==> config.mk <==
export PLATFORM = sky130hd
export DESIGN_NAME = param_serializer
export DESIGN_NICKNAME = d
export VERILOG_FILES = /design/src/rtl/ser_pkg.sv /design/src/rtl/ser_hold_buf.sv /design/src/rtl/param_serializer.sv
export SDC_FILE = /design/constraint.sdc
export NUM_CORES = 1
export LEC_CHECK = 0
export CAP_MARGIN = 5
export CORE_MARGIN = 2
export CORE_UTILIZATION = 50
export DETAILED_ROUTE_END_ITERATION = 8
export HOLD_SLACK_MARGIN = 0.1
export PLACE_DENSITY = 0.74
export SLEW_MARGIN = 20
export SYNTH_ARGS = -nofsm -noshare
export SYNTH_HDL_FRONTEND = slang
export SYNTH_SLANG_ARGS = --single-unit
==> constraint.sdc <==
create_clock -name CLK -period 1.9 [get_ports CLK]
set_clock_uncertainty 0.1 [all_clocks]
set_input_delay 0.285 -clock CLK [delete_from_list [all_inputs] [get_ports CLK]]
set_output_delay 0.285 -clock CLK [all_outputs]
set_load 0.05 [all_outputs]
==> src/rtl/ser_pkg.sv <==
// Shared types and helpers for the parametrised serializer.
// Optional parity stage is enabled by defining SER_PARITY_EN.
package ser_pkg;

    typedef enum logic [1:0] {
        SER_IDLE   = 2'd0,
        SER_SHIFT  = 2'd1,
        SER_PARITY = 2'd2
    } ser_state_e;

    // Callers zero-extend their word; zero padding leaves the parity unchanged.
    localparam int unsigned SER_PAR_MAX_W = 4096;

    function automatic logic calc_parity(
        input logic [SER_PAR_MAX_W-1:0] data,
        input logic                     par_type
    );
        return (^data) ^ par_type;
    endfunction

endpackage

==> src/rtl/ser_hold_buf.sv <==
// One-entry holding register with valid/ready on the write side
// and a pop strobe from the serializer FSM on the read side.
module ser_hold_buf #(
    parameter int unsigned DATA_W = 8
) (
    input  logic              CLK,
    input  logic              RST,
    input  logic [DATA_W-1:0] din,
    input  logic              in_valid,
    output logic              in_ready,
    output logic [DATA_W-1:0] dout,
    output logic              full,
    input  logic              pop
);

    logic [DATA_W-1:0] data_q, data_d;
    logic              full_q, full_d;

    always_comb begin
        data_d = data_q;
        full_d = full_q;
        if (pop) begin
            full_d = 1'b0;
        end
        if (in_valid && !full_q) begin
            full_d = 1'b1;
            data_d = din;
        end
    end

    always_ff @(posedge CLK) begin
        if (RST) begin
            full_q <= 1'b0;
            data_q <= '0;
        end else begin
            full_q <= full_d;
            data_q <= data_d;
        end
    end

    assign in_ready = !full_q;
    assign dout     = data_q;
    assign full     = full_q;

endmodule

==> src/rtl/param_serializer.sv <==
// Parallel-to-serial converter with gapless back-to-back words.
// Define SER_PARITY_EN to append a parity bit (adds PAR_TYPE port).
module param_serializer
    import ser_pkg::*;
#(
    parameter int unsigned DATA_W     = 8,
    parameter bit          MSB_FIRST  = 1'b0,
    parameter logic        IDLE_LEVEL = 1'b1
) (
    input  logic              CLK,
    input  logic              RST,
    input  logic [DATA_W-1:0] P_DATA,
    input  logic              DATA_VALID,
    output logic              DATA_READY,
    input  logic              SER_EN,
`ifdef SER_PARITY_EN
    input  logic              PAR_TYPE,
`endif
    output logic              SER_DATA,
    output logic              SER_DONE,
    output logic              BUSY
);

    localparam int unsigned CNT_W = (DATA_W > 1) ? $clog2(DATA_W) : 1;
    localparam logic [CNT_W-1:0] LAST_CNT = CNT_W'(DATA_W - 1);

    ser_state_e        state_q, state_d;
    logic [CNT_W-1:0]  count_q, count_d;
    logic [DATA_W-1:0] shift_q, shift_d;
    logic              ser_q, ser_d;
    logic              done_q, done_d;

    logic [DATA_W-1:0] hold_data;
    logic              hold_full;
    logic              hold_ready;
    logic              pop;
    logic              load_word;
    logic              cur_bit;
    logic              last_bit;
    logic [DATA_W-1:0] shifted;

`ifdef SER_PARITY_EN
    logic par_q, par_d;
`endif

    ser_hold_buf #(
        .DATA_W (DATA_W)
    ) u_hold (
        .CLK      (CLK),
        .RST      (RST),
        .din      (P_DATA),
        .in_valid (DATA_VALID),
        .in_ready (hold_ready),
        .dout     (hold_data),
        .full     (hold_full),
        .pop      (pop)
    );

    assign cur_bit  = MSB_FIRST ? shift_q[DATA_W-1] : shift_q[0];
    assign shifted  = MSB_FIRST ? (shift_q << 1) : (shift_q >> 1);
    assign last_bit = (count_q == LAST_CNT);

    always_ff @(posedge CLK) begin
        if (RST) begin
            state_q <= SER_IDLE;
            count_q <= '0;
            shift_q <= '0;
            ser_q   <= IDLE_LEVEL;
            done_q  <= 1'b0;
`ifdef SER_PARITY_EN
            par_q   <= 1'b0;
`endif
        end else begin
            state_q <= state_d;
            count_q <= count_d;
            shift_q <= shift_d;
            ser_q   <= ser_d;
            done_q  <= done_d;
`ifdef SER_PARITY_EN
            par_q   <= par_d;
`endif
        end
    end

    always_comb begin
        state_d = state_q;
        unique case (state_q)
            SER_IDLE: begin
                if (hold_full) begin
                    state_d = SER_SHIFT;
                end
            end
            SER_SHIFT: begin
                if (SER_EN && last_bit) begin
`ifdef SER_PARITY_EN
                    state_d = SER_PARITY;
`else
                    state_d = hold_full ? SER_SHIFT : SER_IDLE;
`endif
                end
            end
`ifdef SER_PARITY_EN
            SER_PARITY: begin
                if (SER_EN) begin
                    state_d = hold_full ? SER_SHIFT : SER_IDLE;
                end
            end
`endif
            default: state_d = SER_IDLE;
        endcase
    end

    always_comb begin
        count_d   = count_q;
        shift_d   = shift_q;
        ser_d     = ser_q;
        done_d    = 1'b0;
        load_word = 1'b0;
        pop       = 1'b0;
`ifdef SER_PARITY_EN
        par_d     = par_q;
`endif
        unique case (state_q)
            SER_IDLE: begin
                if (SER_EN) begin
                    ser_d = IDLE_LEVEL;
                end
                load_word = hold_full;
            end
            SER_SHIFT: begin
                if (SER_EN) begin
                    ser_d   = cur_bit;
                    shift_d = shifted;
                    count_d = count_q + CNT_W'(1);
                    if (last_bit) begin
                        count_d = '0;
`ifdef SER_PARITY_EN
                        load_word = 1'b0;
`else
                        done_d    = 1'b1;
                        load_word = hold_full;
`endif
                    end
                end
            end
`ifdef SER_PARITY_EN
            SER_PARITY: begin
                if (SER_EN) begin
                    ser_d     = par_q;
                    done_d    = 1'b1;
                    load_word = hold_full;
                end
            end
`endif
            default: begin
                count_d = '0;
            end
        endcase
        // Load from IDLE and gapless reload share one path; no bit is emitted by it.
        if (load_word) begin
            shift_d = hold_data;
            count_d = '0;
            pop     = 1'b1;
`ifdef SER_PARITY_EN
            par_d   = calc_parity(SER_PAR_MAX_W'(hold_data), PAR_TYPE);
`endif
        end
    end

    assign SER_DATA   = ser_q;
    assign SER_DONE   = done_q;
    assign DATA_READY = hold_ready;
    assign BUSY       = (state_q != SER_IDLE) || hold_full;

endmodule

==> impl_results.md, run 1 <==
- Initial antenna violation count: 0
- Clock latency on the worst-skew pair: ~310 ps
- Final worst path period share: 95.40%
- Worst-path clk slew: about 120 ps
- Mapped Cells: 113
- Worst slew margin: 66.88%
- Worst Hold Launch: count_q[2]$_SDFFE_PP0P_
- Die area: 2645 um2
- Power Total: 0.9969 mW
- Pwr/cell area: 736.4 nW/um2
- # clock sinks: 23
- Peak supply drop: 0.4597 mV
- Synth Area per Inst: 9.954 um2
- Global-route wire length before repair: 3.981 mm
- Hold Crit Class: reg -> reg
- Die height: 51.43 um
- Vias: 883
- Post-CTS setup buffer count: 0
- Register area share after synthesis: 40.93%
- Syn_nets: 127
- Post-route ant nets: 0
- Core Area: 2170 um2
- Crit path buffers/inverters: 1
- Crit-path slowest cell: clkdlybuf4s50_1
- Overall Global Routing Usage: about a fifth
- Gates resized, CTS repair: 0
- # setup viols final: 0
- Startpoint type of the worst setup path: register
- Remaining DRCs: 0
- Crit path capture type: output port
- Post-synth top cells: 23 x dfxtp_1, 17 x mux2i_1, 11 x nor2_1
- Endpoints failing hold: 0
- Setup CP Type: reg -> out
- Area leader, netlist: dfxtp_1
- Top_reg_cell synth: dfxtp_1
- Final nets: 147
- Hold EP: count_q[2]$_SDFFE_PP0P_
- Violation count after the first detailed-route iteration: 6
- Vias in the first global route: 919
- P_leak: 0.5872 nW
- Slowest stage delay, CP: 790 ps
- Rows: 17
- Status: finished clean
- Horiz. Die Dim: 51.43 um
- CP required: 1510 ps
- Final slew viol count: 0
- Max Cap Viol: 0
- First-pass DRT Iterations: 3
- Cell with the most instances after synthesis: dfxtp_1
- Async SR Flop Fraction: 0%
- Mean number of vias per cell: 5.519
- Fmax achieved: 0.5517 GHz
- CP arrival: around 1400 ps
- Area Growth Syn to Fin: 20.36%
- Antenna fix cells: 0
- Largest net degree at the start of global routing: 14
- I/O Buffers: 15
- IO Pins: 16
- Post-synthesis cell type count: 31
- Hold Buf Count CTS: 0
- Seq cells post-synth: 23
- CTS buffer count: 3
- Htree depth: 1
- Initial Utilization: between 50% and 60%
- Worst path cell trace: clkdlybuf4s50_1
- Dominant cells by area after synthesis: dfxtp_1 41%, mux2i_1 15%, mux2_1 5.0%, nand2b_1 4.4%, a211oi_1 4.0%
- Reg-to-Reg Start: count_q[0]$_SDFFE_PP0P_
- Hpwl dp: 1.617 mm
- Fin crit period: about 1800 ps
- Post-Syn Area: 1125 um2
- Wire per inst: 13.60 um
- RR Endpoint: shift_q[2]$_SDFFE_PP0P_
- CTS tree: yes
- GRT overflow: 0
- Depth of the most critical reg-to-reg path: 5
- CTS root buf: clkbuf_4
- Worst slew pin tran: 496.0 ps
- Final GP Congestion: 0.8462
- Delay-heaviest family, CP: buffers and inverters
- Number of synthesized flops with an enable pin: 0
- Synth warn: 0
- Crit path max fanout: 1
- Fillers: around 190
- RSZ-0062 raised after global routing: false
- Post-Route WL: 2.176 mm
- Layout cells sized above 1: between 10% and 20%
- CTS max path bufs: 2
- Hold Crit Depth: 2
- Top cell type's share of synthesized area: 40.93%
- Setup TNS: 0 ps
- R2R setup slack: approximately 200 ps
metrics by stage:
step / area, um2 / setup slack, ps / hold WS (ps) / util (%) / std cells
2_1_floorplan: 1125 / 376.9 / 300.8 / - / 113
3_3_place_gp: 1324 / 296.3 / 351.3 / 61.02 / 156
3_5_place_dp: 1324 / 222.9 / 356.9 / 61.02 / 156
4_1_cts: 1351 / 33.59 / 374.8 / 62.28 / 160
5_1_grt: 1354 / 20.36 / 413.1 / 62.40 / 160
6_report: 1354 / 87.33 / 370.5 / 62.40 / 160
flip-flops by register name, summed over array words and instances, names as in the netlist:
| signal | cells |
|---|---|
| SER_DATA | 1 |
| SER_DONE | 1 |
| count_q | 3 |
| shift_q | 8 |
| state_q | 1 |
| u_hold.dout | 8 |
| u_hold.full | 1 |
area by class of cell:
class	count	area [um2]	area share, %
clock buffer	3	22.52	1.664
clock inverter	1	5.005	0.3697
inverter	2	7.507	0.5545
multi-input combinational	80	603.1	44.55
sequential	23	460.4	34.01
tap	28	35.03	2.588
timing repair buffer	23	220.2	16.27
cell families (layout without fill, tap and decap cells):
group                    Yosys count  in the layout  share of synthesized area, %
AND/OR/NAND/NOR                   33             33                         15.69
multiplexers                      23             23                         21.13
flip-flops                        23             23                         40.93
AO/OA/AOI/OAI                     22             22                         14.57
buffers and inverters             10             29                         5.451
adder cells (fa/ha/maj)            2              2                         2.224
worst max-delay path by stage:
| stage | cells after the start | start | to | slack, ps |
|---|---|---|---|---|
| 3_5_place_dp | 5 | count_q[0]$_SDFFE_PP0P_ | shift_q[2]$_SDFFE_PP0P_ | 220 |
| 5_1_grt | 1 | SER_DONE$_SDFF_PP0_ | SER_DONE | 20 |
| 6_report | 1 | SER_DONE$_SDFF_PP0_ | SER_DONE | 90 |
| 2_1_floorplan | 5 | count_q[0]$_SDFFE_PP0P_ | shift_q[2]$_SDFFE_PP0P_ | 380 |
| 3_3_place_gp | 4 | SER_EN | shift_q[2]$_SDFFE_PP0P_ | 300 |
| 4_1_cts | 1 | SER_DATA$_SDFFE_PP1P_ | SER_DATA | 30 |
cells in the final DEF, fill, tap and decap left out, types with 2 or more instances in the layout:
cell type,Yosys,final
mux2_1,5,5
nor2_1,11,11
ha_1,2,2
buf_4,4,9
clkbuf_4,0,3
nand2_1,3,3
dfxtp_1,23,23
a21oi_1,4,4
or2b_1,2,2
mux2i_1,17,17
nand3_1,2,2
a211oi_1,6,6
clkdlybuf4s50_1,0,12
nand2b_1,8,8
inv_1,2,2
o22ai_1,6,6
where the power goes:
group	internal [mW]	switching (mW)	total, mW
logic	0.119	0.108	0.227
registers	0.516	0.0248	0.540
clock network	0.0787	0.150	0.229
per-layer routing:
| layer | vias up | wire length (um) | global-route usage, % |
|---|---|---|---|
| met5 | - | 0 | 0 |
| met4 | 0 | 17 | 5.702 |
| met3 | 2 | 92 | 5.556 |
| met2 | 13 | 1044 | 34.19 |
| li1 | 444 | - | - |
| met1 | 424 | 1021 | 24.36 |
(Power assumes the default switching activity.)
==> inputs of run 2 (changes only) <==
--- a/config.mk
+++ b/config.mk
@@ -6,7 +6,6 @@
 export NUM_CORES = 1
 export LEC_CHECK = 0
 export CAP_MARGIN = 5
-export CORE_MARGIN = 2
 export CORE_UTILIZATION = 50
 export DETAILED_ROUTE_END_ITERATION = 8
 export HOLD_SLACK_MARGIN = 0.1
==> run 2 against run 1 <==
Net effect:
- count of clock-buffer cells in the layout did not move
- non-clock buffer count rose by 1
- flip-flop and latch count did not move
- critical endpoint is now SER_DATA
==> impl_results.md, run 2 (synthesis gave the netlist of run 1 again) <==
- Status: finished clean
- Placed Area: 1330 um2 (+0.47%)
- Setup TNS: 0 ps (unchanged)
- RSZ-0062 raised after global routing: false
- Antenna fix cells: 0 (unchanged)
- Hold EP: count_q[1]$_SDFFE_PP0P_
- Fin crit period: 1837 ps (+24.44 ps)
- Post-route setup slack: 62.89 ps (-24.44 ps)
- CTS tree: yes
- Final GP Congestion: 0.8268 (-2.3%)
- DP Worst Slack: 215.6 ps (-7.291 ps)
- Max Cap Viol: 0 (unchanged)
- Initial antenna violation count: 0 (unchanged)
- Layout cells sized above 1: 17.29% (+1.4 points)
- Setup CP Type: reg -> out
- I/O Buffers: 15 (unchanged)
- Crit path capture type: output port
- Area Growth Syn to Fin: 20.80%
- Final worst path period share: 96.69% (+1.3 points)
- IO Pins: 16 (unchanged)
- Clock latency on the worst-skew pair: 300 ps (about the same)
- Hold Buf Count CTS: 0 (unchanged)
- Power Total: 0.9938 mW (-0.31%)
- Crit-path slowest cell: clkdlybuf4s50_1
- R2R setup slack: 210 ps (about the same)
- Worst Hold Launch: count_q[1]$_SDFFE_PP0P_
- Largest net degree at the start of global routing: 20 (+6)
- Remaining DRCs: 0 (unchanged)
- Initial Utilization: 55.09% (+3.2 points)
- Overall Global Routing Usage: 20.59% (+0.59 points)
- Final nets: 148 (+0.68%)
- Rows: 16 (-1)
- Post-route insts no fill: 160 (unchanged)
- Worst slew margin: 67.32% (+0.45 points)
- Startpoint type of the worst setup path: register
- Die height: 49.43 um (-3.9%)
- CTS buffer count: 3 (unchanged)
- Endpoints failing hold: 0 (unchanged)
- Die area: 2443 um2 (-7.6%)
- P_leak: 0.5916 nW (+0.75%)
- GRT overflow: 0 (unchanged)
- Wire per inst: 14.01 um (+3.0%)
- Most frequent cells in the layout: 22 x dfxtp_1, 17 x mux2i_1, 13 x clkdlybuf4s50_1
- Crit path buffers/inverters: 1 (unchanged)
- Crit path max fanout: 2 (+1)
- Fin area: 1359 um2 (+0.37%)
- Worst path cell trace: clkdlybuf4s50_1
- Reg-to-Reg Start: count_q[0]$_SDFFE_PP0P_
- Post-Route WL: 2.241 mm (+3.0%)
- Violation count after the first detailed-route iteration: 17 (+11)
- Min Hold Slack: 377.3 ps (+6.829 ps)
- Hold Crit Class: reg -> reg
- CTS root buf: clkbuf_4
- Horiz. Die Dim: 49.43 um (-3.9%)
- Slowest stage delay, CP: 800 ps (about the same)
- Final slew viol count: 0 (unchanged)
- Htree depth: 1 (unchanged)
- # setup viols final: 0 (unchanged)
- Peak supply drop: 0.8324 mV (+81%)
- CP required: 1510 ps (about the same)
- Worst slew pin tran: 488.6 ps (-7.420 ps)
- Delay-heaviest family, CP: buffers and inverters
- RR Endpoint: shift_q[2]$_SDFFE_PP0P_
- Global-route wire length before repair: 3.795 mm (-4.7%)
- Number of instances in the placed design: 156 (unchanged)
- Worst-path clk slew: 130 ps (about the same)
- Pwr/cell area: 731.4 nW/um2 (-0.67%)
- # clock sinks: 23 (unchanged)
- Core Area: 2042 um2 (-5.9%)
- CP arrival: 1450 ps (+20 ps)
- Mean number of vias per cell: 5.581 (+1.1%)
- Commonest non-fill, non-tap cell in the layout: dfxtp_1
- Hpwl dp: 1.644 mm (+1.7%)
- Vias: 893 (+1.1%)
- Vias in the first global route: 891 (-3.0%)
- Post-route ant nets: 0 (unchanged)
- Hold Crit Depth: 2 (unchanged)
- Fmax achieved: 0.5443 GHz (-1.3%)
- CTS max path bufs: 2 (unchanged)
- WP depth: 1 (unchanged)
- First-pass DRT Iterations: 4 (+1)
- Finished Core Util: 66.54% (+4.1 points)
- Depth of the most critical reg-to-reg path: 5 (unchanged)
==> run 2: layout make-up <==
| type | instances | area, um2 |
|---|---|---|
| Fill cell | 176 | 683.2 |
| Tap cell | 27 | 33.78 |
| Multi-Input combinational cell | 80 | 603.1 |
| Inverter | 2 | 7.507 |
| Sequential cell | 23 | 461.7 |
| Timing Repair Buffer | 24 | 225.2 |
| Clock buffer | 3 | 22.52 |
| Clock inverter | 1 | 5.005 |
==> run 2: report_power, final <==
group	switching, mW	internal [mW]	total [mW]
Combinational	0.104	0.120	0.225
Clock	0.145	0.0785	0.223
Sequential	0.0297	0.516	0.546
==> run 2: worst max path at each step <==
stage                       startpoint                 endpoint  slack [ps]
2_1_floorplan  count_q[0]$_SDFFE_PP0P_  shift_q[2]$_SDFFE_PP0P_         380
3_3_place_gp                    SER_EN  shift_q[2]$_SDFFE_PP0P_         250
3_5_place_dp   count_q[0]$_SDFFE_PP0P_  shift_q[2]$_SDFFE_PP0P_         220
4_1_cts          SER_DATA$_SDFFE_PP1P_                 SER_DATA          50
5_1_grt          SER_DATA$_SDFFE_PP1P_                 SER_DATA          10
6_report         SER_DATA$_SDFFE_PP1P_                 SER_DATA          60
==> run 2: per-layer routing <==
layer / global-route usage, % / part of all wire (%) / vias to the layer above
met3: 5.607 / 4.1 / 2
li1: - / - / 447
met4: 4.286 / 0.94 / 0
met5: 0 / 0 / -
met2: 36.07 / 49 / 21
met1: 25.05 / 46 / 423
==> run 2: timing repair <==
action,CTS,global route
buffers inserted,0,0
setup endpoints to repair,0,1
gates resized for setup,0,1
hold endpoints to repair,0,0
